$ cat config.mk
export PLATFORM = sky130hd
export DESIGN_NAME = spi_display_receiver
export DESIGN_NICKNAME = d
export VERILOG_FILES = /design/src/rtl/spi_display_pkg.sv /design/src/rtl/spi_display_receiver_code_b_decoder.sv /design/src/rtl/spi_display_receiver.sv
export SDC_FILE = /design/constraint.sdc
export NUM_CORES = 1
export LEC_CHECK = 0
export ABC_AREA = 1
export CELL_PAD_IN_SITES_DETAIL_PLACEMENT = 1
export CELL_PAD_IN_SITES_GLOBAL_PLACEMENT = 1
export CORE_MARGIN = 2
export CORE_UTILIZATION = 27
export DETAILED_ROUTE_END_ITERATION = 12
export HOLD_SLACK_MARGIN = 0.15
export PLACE_DENSITY_LB_ADDON = 0.1
export SETUP_SLACK_MARGIN = 0.1
export SYNTH_ARGS = -nofsm -noshare
export SYNTH_HDL_FRONTEND = slang
export SYNTH_HIERARCHICAL = 1
export SYNTH_SLANG_ARGS = --single-unit
$ cat constraint.sdc
create_clock -name clk -period 3.8 [get_ports clk]
set_input_delay 0.57 -clock clk [delete_from_list [all_inputs] [get_ports clk]]
set_output_delay 0.57 -clock clk [all_outputs]
set_load 0.01 [all_outputs]
$ cat src/rtl/spi_display_pkg.sv
// Shared definitions for the SPI display receiver: register map, FSM states, word width.
package spi_display_pkg;

  localparam int WORD_BITS = 16;
  localparam logic [4:0] BIT_CNT_MAX = 5'd17;

  localparam logic [3:0] NOOP      = 4'h0;
  localparam logic [3:0] DIGIT0    = 4'h1;
  localparam logic [3:0] DIGIT1    = 4'h2;
  localparam logic [3:0] DIGIT2    = 4'h3;
  localparam logic [3:0] DIGIT3    = 4'h4;
  localparam logic [3:0] DIGIT4    = 4'h5;
  localparam logic [3:0] DIGIT5    = 4'h6;
  localparam logic [3:0] DIGIT6    = 4'h7;
  localparam logic [3:0] DIGIT7    = 4'h8;
  localparam logic [3:0] DECODE    = 4'h9;
  localparam logic [3:0] INTENSITY = 4'hA;
  localparam logic [3:0] SCANLIM   = 4'hB;
  localparam logic [3:0] SHUTDOWN  = 4'hC;
  localparam logic [3:0] TEST      = 4'hF;

  typedef enum logic [1:0] {
    IDLE  = 2'd0,
    SHIFT = 2'd1,
    CHECK = 2'd2
  } rx_state_t;

endpackage

$ cat src/rtl/spi_display_receiver_code_b_decoder.sv
// Combinational MAX7219 Code-B font: 4-bit code plus DP to segments {DP,A,B,C,D,E,F,G}.
module code_b_decoder
  import spi_display_pkg::*;
(
  input  logic [3:0] code,
  input  logic       dp,
  output logic [7:0] seg
);

  logic [6:0] glyph;

  always_comb begin
    glyph = 7'h00;
    case (code)
      4'h0: glyph = 7'h7E;
      4'h1: glyph = 7'h30;
      4'h2: glyph = 7'h6D;
      4'h3: glyph = 7'h79;
      4'h4: glyph = 7'h33;
      4'h5: glyph = 7'h5B;
      4'h6: glyph = 7'h5F;
      4'h7: glyph = 7'h70;
      4'h8: glyph = 7'h7F;
      4'h9: glyph = 7'h7B;
      4'hA: glyph = 7'h01;
      4'hB: glyph = 7'h4F;
      4'hC: glyph = 7'h37;
      4'hD: glyph = 7'h0E;
      4'hE: glyph = 7'h67;
      default: glyph = 7'h00;
    endcase
  end

  assign seg = {dp, glyph};

endmodule

$ cat src/rtl/spi_display_receiver.sv
// SPI slave that decodes 16-bit MAX7219-style writes into a display register file.
// Define SPI_RX_CODEB_EN to compile in the Code-B digit decoder.
module spi_display_receiver
  import spi_display_pkg::*;
#(
  parameter int SYNC_STAGES = 2
) (
  input  logic       clk,
  input  logic       rst_n,
  input  logic       spi_sck,
  input  logic       spi_cs_n,
  input  logic       spi_mosi,
  input  logic [2:0] digit_sel,
  output logic [7:0] digit_seg,
  output logic       word_valid,
  output logic [3:0] word_addr,
  output logic [7:0] word_data,
  output logic       frame_err,
  output logic       display_on,
  output logic [7:0] decode_mode
);

  localparam int SETTLE_W = $clog2(SYNC_STAGES + 1);

  logic [SYNC_STAGES-1:0] sck_sync;
  logic [SYNC_STAGES-1:0] cs_sync;
  logic [SYNC_STAGES-1:0] mosi_sync;
  logic                   sck_s;
  logic                   cs_s;
  logic                   mosi_s;
  logic                   sck_prev;
  logic                   cs_prev;
  logic [SETTLE_W-1:0]    settle_cnt;
  logic                   settled;
  logic                   armed;
  logic                   sck_rise;
  logic                   cs_fall;
  logic                   cs_rise;

  rx_state_t              state;
  rx_state_t              next_state;
  logic                   start_frame;
  logic                   shift_en;
  logic                   commit;
  logic                   reject;

  logic [WORD_BITS-1:0]   shift_reg;
  logic [4:0]             bit_cnt;
  logic [3:0]             addr;
  logic [7:0]             data;

  logic [7:0]             digit_reg [8];
  logic [7:0]             decode_reg;
  logic [3:0]             intensity;
  logic [2:0]             scan_limit;
  logic                   shutdown_reg;
  logic                   test_reg;

  logic [7:0]             sel_digit;
  logic [7:0]             decoded_seg;
  logic                   use_decode;
  logic                   unused_bits;

  always_ff @(posedge clk or negedge rst_n) begin
    if (!rst_n) begin
      sck_sync  <= '0;
      cs_sync   <= '1;
      mosi_sync <= '0;
    end else begin
      sck_sync  <= {sck_sync[SYNC_STAGES-2:0], spi_sck};
      cs_sync   <= {cs_sync[SYNC_STAGES-2:0], spi_cs_n};
      mosi_sync <= {mosi_sync[SYNC_STAGES-2:0], spi_mosi};
    end
  end

  assign sck_s  = sck_sync[SYNC_STAGES-1];
  assign cs_s   = cs_sync[SYNC_STAGES-1];
  assign mosi_s = mosi_sync[SYNC_STAGES-1];

  // A frame already in flight when reset releases is ignored until CS is seen high.
  always_ff @(posedge clk or negedge rst_n) begin
    if (!rst_n) begin
      sck_prev   <= 1'b0;
      cs_prev    <= 1'b1;
      settle_cnt <= '0;
      armed      <= 1'b0;
    end else begin
      sck_prev <= sck_s;
      cs_prev  <= cs_s;
      if (!settled) settle_cnt <= settle_cnt + 1'b1;
      armed <= armed | (settled & cs_s);
    end
  end

  assign settled  = (settle_cnt == SETTLE_W'(SYNC_STAGES));
  assign sck_rise = sck_s & ~sck_prev;
  assign cs_fall  = armed & cs_prev & ~cs_s;
  assign cs_rise  = cs_s & ~cs_prev;

  always_ff @(posedge clk or negedge rst_n) begin
    if (!rst_n) state <= IDLE;
    else        state <= next_state;
  end

  always_comb begin
    next_state = state;
    case (state)
      IDLE:    if (cs_fall) next_state = SHIFT;
      SHIFT:   if (cs_rise) next_state = CHECK;
      CHECK:   next_state = IDLE;
      default: next_state = IDLE;
    endcase
  end

  always_comb begin
    start_frame = 1'b0;
    shift_en    = 1'b0;
    commit      = 1'b0;
    reject      = 1'b0;
    case (state)
      IDLE:  start_frame = cs_fall;
      SHIFT: shift_en    = sck_rise;
      CHECK: begin
        commit = (bit_cnt == 5'(WORD_BITS));
        reject = (bit_cnt != 5'(WORD_BITS));
      end
      default: ;
    endcase
  end

  always_ff @(posedge clk or negedge rst_n) begin
    if (!rst_n) begin
      shift_reg <= '0;
      bit_cnt   <= '0;
    end else if (start_frame) begin
      shift_reg <= '0;
      bit_cnt   <= '0;
    end else if (shift_en) begin
      shift_reg <= {shift_reg[WORD_BITS-2:0], mosi_s};
      if (bit_cnt != BIT_CNT_MAX) bit_cnt <= bit_cnt + 5'd1;
    end
  end

  assign addr = shift_reg[11:8];
  assign data = shift_reg[7:0];

  always_ff @(posedge clk or negedge rst_n) begin
    if (!rst_n) begin
      for (int i = 0; i < 8; i++) digit_reg[i] <= 8'h00;
      decode_reg   <= 8'h00;
      intensity    <= 4'h0;
      scan_limit   <= 3'd0;
      shutdown_reg <= 1'b0;
      test_reg     <= 1'b0;
      word_addr    <= 4'h0;
      word_data    <= 8'h00;
      word_valid   <= 1'b0;
      frame_err    <= 1'b0;
    end else begin
      word_valid <= commit;
      frame_err  <= reject;
      if (commit) begin
        word_addr <= addr;
        word_data <= data;
        case (addr)
          DIGIT0, DIGIT1, DIGIT2, DIGIT3,
          DIGIT4, DIGIT5, DIGIT6, DIGIT7: digit_reg[3'(addr - 4'd1)] <= data;
          DECODE:    decode_reg   <= data;
          INTENSITY: intensity    <= data[3:0];
          SCANLIM:   scan_limit   <= data[2:0];
          SHUTDOWN:  shutdown_reg <= data[0];
          TEST:      test_reg     <= data[0];
          NOOP:      ;
          default:   ;
        endcase
      end
    end
  end

  assign display_on  = shutdown_reg;
  assign decode_mode = decode_reg;
  assign sel_digit   = digit_reg[digit_sel];

`ifdef SPI_RX_CODEB_EN
  code_b_decoder u_code_b_decoder (
    .code (sel_digit[3:0]),
    .dp   (sel_digit[7]),
    .seg  (decoded_seg)
  );
  assign use_decode = decode_reg[digit_sel];
`else
  assign decoded_seg = sel_digit;
  assign use_decode  = 1'b0;
`endif

  always_comb begin
    digit_seg = sel_digit;
    if (test_reg)                    digit_seg = 8'hFF;
    else if (!shutdown_reg)          digit_seg = 8'h00;
    else if (digit_sel > scan_limit) digit_seg = 8'h00;
    else if (use_decode)             digit_seg = decoded_seg;
  end

  // Intensity and the top address nibble are held but have no consumer on this tile.
  assign unused_bits = ^{shift_reg[15:12], intensity};

endmodule
==> impl_metrics.ini, run 1 <==
[run_status]
outcome = finished clean

[die]
die_x_um = 152
rows = 54
start_util_pct = 27.3
die_area_um2 = 23000
core_area_um2 = 21600
die_h_um = 152
io_pins = 39

[place]
place_congestion = 0.760
dpl.cell_count = 1029
numPortBuffers = 38
dpl_cell_area_um2 = 6580
hpwl_um = 12700

[logic_synthesis]
ys_ff_latch = 121
synthArstFlopShare_pct = 100
syn_nets = 754
ys_dominant_reg_cell = dfrtp_1
ys_seq_area_share_pct = 51.4
synth_edf_count = 0
synth.most_common_cell = nand2_1
synthCells = 735
yosysTopAreaCell = dfrtp_1
yosysWarningCount = 6
netlist_top_cells_area = dfrtp_1 50%, nand2_1 18%, nand4_1 7.4%
syn_avg_cell_area_um2 = 8.02
yosys-top-cells-count = 277 x nand2_1, 118 x dfrtp_1, 70 x nand3_1, 70 x nand4_1, 63 x inv_1
synth_area_um2 = 5900
yosysUniqueCellTypes = 27
synthDominantCellAreaShare_pct = 50.1

[global_route]
use_met1_pct = 22.9
grt_overflow = 0
met3_usage_pct = 3.88
grt_util_all_layers_pct = 16.9
grt-busiest-layer = met2
grt_max_degree = 61
use_met2_pct = 27.2
antenna_found_initial = 0
grt_pass1_wl_um = 30700
grt_pass1_vias = 5508

[finish]
fillCellCount = 2560
num_antenna_cells = 0
multi_input_area_um2 = 2410
finalInstanceArea_um2 = 7190
fin_cells = 1061
largest_reg_flops = 64
drive_gt1_share_pct = 9.35
final_core_util_pct = 33.3
area_growth_pct = 21.9
register_area_um2 = 3030
nNetsFinal = 787

[critical_path]
slowest_delay_ns = 0.55
cp-start-kind = input pin
crit_fanout = 8
cp_data_arrival_time_ns = 2.68
critPathCaptureType = output pin
cp.required_ns = 3.23
crit_path_top_delay_cell = clkdlybuf4s50_1
path_cells = clkdlybuf4s50_1, inv_1, ha_1, nand3_1, a21boi_1, buf_4, nand2_1, nand2_1, clkdlybuf4s50_1
criticalPathCategory = in2out

[clock_network]
htree_levels = 4
numCtsBuffers = 17
hold_buffers = 0
cts_resized = 0
cts_tree = built
ctsRootBufferMaster = clkbuf_16
clkLatencyLatePin_ns = 0.42
path_clk_slew_ns = 0.06
cts_setup_buffers = 0
cts_sinks = 121
clockBufferDepth = 2

[power]
power_density_nw_per_um2 = 451
p_leak_nw = 3.58
peakVddDrop_v = 0.000281

[route]
drt-pass1-iter-count = 4
drt_iter0_markers = 294
antenna_left = 0
wl_per_cell_um = 17.6
remaining_drc_errors = 0
routed_wl_um = 18600
viasPerCell = 4.84
num_vias = 5130

[run]
cap_viol_max_count = 0

[sta]
period_needed_ns = 3.25
max_slew_margin_pct = 44.3
skew_ns = 0.0120
fmax_mhz = 307
tightest_slew_ns = 0.836
tns_ns = 0
finalCritPeriodShare_pct = 85.7
final-max-slew-violation-count = 0
report.final.hold_viol_count = 0
rsz0062_at_grt = false
setup_viol = 0
whs_ns = 0.235

[worst_hold_path]
hold_class = in2async
## power breakdown
| group | internal (W) | leakage [nW] | total [W] | switching [W] |
|---|---|---|---|---|
| combinational | 0.0000559 | 1.63 | 0.000183 | 0.000127 |
| clock | 0.00106 | 0.291 | 0.00169 | 0.000634 |
| sequential | 0.00131 | 1.65 | 0.00137 | 0.0000573 |
## stage by stage
step	setup slack, ns	total power (W)
finish	0.545	0.00325
global route	0.383	0.00337
CTS	0.505	0.00330
detailed placement	0.515	0.00159
global placement	0.518	0.00158
floorplan	1.31	0.00147
## cells by family (layout without fill, tap and decap cells)
| group | after synthesis | after routing | share of synthesized area (%) |
|---|---|---|---|
| AOI/OAI and AO/OA | 38 | 38 | 3.35 |
| and+or+nand+nor | 453 | 453 | 34.6 |
| adders and majority gates | 11 | 11 | 2.33 |
| buffers and inverters | 108 | 154 | 7.76 |
| DFF | 121 | 121 | 51.4 |
| xor gates and xnor gates | 4 | 4 | 0.594 |
## final cells by class
cell class                      instances  area share [%]
Multi-Input combinational cell        506            33.5
Clock inverter                         13            2.37
Clock buffer                           19            6.16
Timing Repair Buffer                   56            7.48
Sequential cell                       121            42.2
Inverter                               66            3.45
Tap cell                              280            4.87
## critical path: cells and delay by family
| family | cells | cell delay, ns |
|---|---|---|
| adder cells (fa/ha/maj) | 1 | 0.29 |
| buffers and inverters | 4 | 1.39 |
| AND/OR/NAND/NOR | 3 | 0.20 |
| AO/OA/AOI/OAI | 1 | 0.22 |
## placed cells by master (no fill, tap or decap), types with 17 or more instances in the layout
cell               n
dfrtp_1          118
inv_1             63
nand4_1           70
clkbuf_16         17
nor2_1            17
o21ai_0           22
clkdlybuf4s50_1   37
nand3_1           70
nand2_1          277
buf_4             17
## routing by layer
metal  part of all wire (%)  up-vias  wire length, µm
li1                       -     2469                -
met1                     49     2553             9070
met2                     46       89             8660
met3                    3.7       19              695
met4                    1.2        0              229
met5                      0        -                0
## path summary, 6_finish.rpt
| check | from | slack [ns] | depth (start not counted) | to |
|---|---|---|---|---|
| setup reg to reg | shift_reg[8] | 1.15 | 8 | digit_reg[53] |
| hold reg to reg | mosi_sync[0] | 0.35 | 0 | mosi_sync[1] |
| min in group clk | mosi_sync[0] | 0.35 | 0 | mosi_sync[1] |
| hold / removal | rst_n | 0.24 | 1 | digit_reg[52] |
| setup / recovery | digit_sel[0] | 0.55 | 9 | digit_seg[3] |
| max in group asynchronous | rst_n | 2.56 | 3 | shift_reg[2] |
(Power assumes the default switching activity.)
==> run 2: changes to the inputs <==
==> constraint.sdc (replaced) <==
create_clock -name clk -period 4.2 [get_ports clk]
set_input_delay 0.63 -clock clk [delete_from_list [all_inputs] [get_ports clk]]
set_output_delay 0.63 -clock clk [all_outputs]
set_load 0.01 [all_outputs]
==> impl_metrics.ini, run 2 (synthesis results as in run 1) <==
[place]
numPortBuffers = 38
hpwl_um = 12600
dpl.cell_count = 1025
place_congestion = 0.787
dpl_cell_area_um2 = 6530

[clock_network]
cts_resized = 0
hold_buffers = 0
cts_tree = built
cts_setup_buffers = 0
cts_sinks = 121
htree_levels = 4
clkLatencyLatePin_ns = 0.42
numCtsBuffers = 17
path_clk_slew_ns = 0.06
ctsRootBufferMaster = clkbuf_16
clockBufferDepth = 2

[die]
die_area_um2 = 23000
rows = 54
io_pins = 39
core_area_um2 = 21600
die_h_um = 152
start_util_pct = 27.3
die_x_um = 152

[finish]
drive_gt1_share_pct = 8.88
largest_reg_flops = 64
nNetsFinal = 783
layout_commonest_cell = nand2_1
area_growth_pct = 20.4
fillCellCount = 2588
num_antenna_cells = 0
final_cell_mix = 277 x nand2_1, 118 x dfrtp_1, 70 x nand3_1, 70 x nand4_1, 63 x inv_1
finalInstanceArea_um2 = 7100
fin_cells = 1057

[critical_path]
r2r.worst_path.cells = 8
critPathTopFamily = buffers and inverters
crit_fanout = 10
cp_data_arrival_time_ns = 3.11
cp-start-kind = input pin
cp_num_buf_inv = 2
criticalPathCategory = in2out
path_cells = clkdlybuf4s50_1, ha_1, a21oi_1, nand2_1, a21boi_1, nand2_1, nand2_1, clkdlybuf4s50_1
worstSetupPathDepth = 8
cp.required_ns = 3.57
slowest_delay_ns = 0.68
cpMostUsedCell = nand2_1
crit_path_top_delay_cell = clkdlybuf4s50_1
critPathCaptureType = output pin

[route]
routed_wl_um = 18800
drt-pass1-iter-count = 4
num_vias = 5084
drt_iter0_markers = 303
antenna_left = 0
viasPerCell = 4.81
wl_per_cell_um = 17.8
remaining_drc_errors = 0

[sta]
setup_viol = 0
tightest_slew_ns = 0.862
max_slew_margin_pct = 42.5
rsz0062_at_grt = false
skew_ns = 0.0147
final-max-slew-violation-count = 0
finalCritPeriodShare_pct = 89.0
report.final.hold_viol_count = 0
period_needed_ns = 3.74
fmax_mhz = 267
tns_ns = 0

[global_route]
grt_util_all_layers_pct = 17.1
grt_max_degree = 63
antenna_found_initial = 0
grt_pass1_vias = 5388
grt_overflow = 0
grt_pass1_wl_um = 31100

[worst_hold_path]
hold_class = in2async

[power]
power_density_nw_per_um2 = 399
p_leak_nw = 3.53
peakVddDrop_v = 0.000249

[run]
cap_viol_max_count = 0

[run_status]
outcome = finished clean
-- run 2: cell count changes in the layout (fill, tap and decap cells not counted) --
| cell | before | now |
|---|---|---|
| clkbuf_8 | 1 | 0 |
| clkinv_4 | 3 | 2 |
| clkinv_2 | 1 | 0 |
| clkinvlp_4 | 3 | 5 |
| buf_12 | 2 | 1 |
| inv_6 | 3 | 6 |
| bufinv_16 | 3 | 1 |
| buf_4 | 17 | 14 |
-- run 2: area by class of cell --
| cell class | count | area [µm²] | area share (%) |
|---|---|---|---|
| multi-input combinational | 506 | 2410 | 33.9 |
| inverter | 66 | 248 | 3.49 |
| sequential | 121 | 3030 | 42.7 |
| timing repair buffer | 52 | 495 | 6.98 |
| tap | 280 | 350 | 4.93 |
| clock inverter | 14 | 138 | 1.94 |
| clock buffer | 18 | 429 | 6.04 |
-- run 2: power breakdown --
group	internal (W)	total, W	switching, W	leakage, nW
sequential	0.00119	0.00124	0.0000516	1.65
combinational	0.0000485	0.000164	0.000115	1.61
clock	0.000826	0.00143	0.000603	0.261
total	0.00206	0.00283	0.000770	3.53
-- run 2: layer usage --
| layer | GRT usage [%] | vias up | share of wire (%) |
|---|---|---|---|
| met5 | 0 | - | 0 |
| li1 | - | 2457 | - |
| met1 | 24.2 | 2527 | 49 |
| met3 | 2.94 | 17 | 3.3 |
| met2 | 26.9 | 83 | 46 |
| met4 | 5.12 | 0 | 1.4 |
-- run 2: worst paths after layout --
path,from,endpoint,slack [ns]
worst max register to register,shift_reg[8],digit_reg[63],1.72
worst min-delay path,rst_n,digit_reg[60],0.30
worst max-delay path,digit_sel[2],digit_seg[5],0.46
max in group asynchronous,rst_n,cs_prev,3.02
worst min register to register,mosi_sync[0],mosi_sync[1],0.34
min in group clk,mosi_sync[0],mosi_sync[1],0.34
-- run 2: worst register-to-register path, delay by kind of cell (launching register included) --
family | cells | cell delay, ns
and+or+nand+nor | 5 | 0.98
DFF | 1 | 0.51
adders and majority gates | 1 | 0.27
buffers and inverters | 2 | 0.60
-- run 2: through the flow --
stage	utilization (%)	setup WS [ns]	power, W	hold WS [ns]
after floorplan	-	1.59	0.00133	0.331
after global placement	30.2	0.557	0.00143	0.336
after detailed placement	30.2	0.430	0.00143	0.346
after CTS	32.8	0.426	0.00288	0.348
after global routing	32.8	0.237	0.00296	0.358
final	32.8	0.460	0.00283	0.302
==> run 3: changes to the inputs <==
--- a/config.mk
+++ b/config.mk
@@ -10,11 +10,11 @@
 export CELL_PAD_IN_SITES_GLOBAL_PLACEMENT = 1
 export CORE_MARGIN = 2
 export CORE_UTILIZATION = 27
+export CTS_CLUSTER_SIZE = 12
 export DETAILED_ROUTE_END_ITERATION = 12
 export HOLD_SLACK_MARGIN = 0.15
 export PLACE_DENSITY_LB_ADDON = 0.1
 export SETUP_SLACK_MARGIN = 0.1
 export SYNTH_ARGS = -nofsm -noshare
 export SYNTH_HDL_FRONTEND = slang
-export SYNTH_HIERARCHICAL = 1
 export SYNTH_SLANG_ARGS = --single-unit
==> results of run 3 <==
Same layout as run 2: the final DEF is identical, and so are final timing and power.
Among the figures that moved: Yosys warning count 6 -> 0
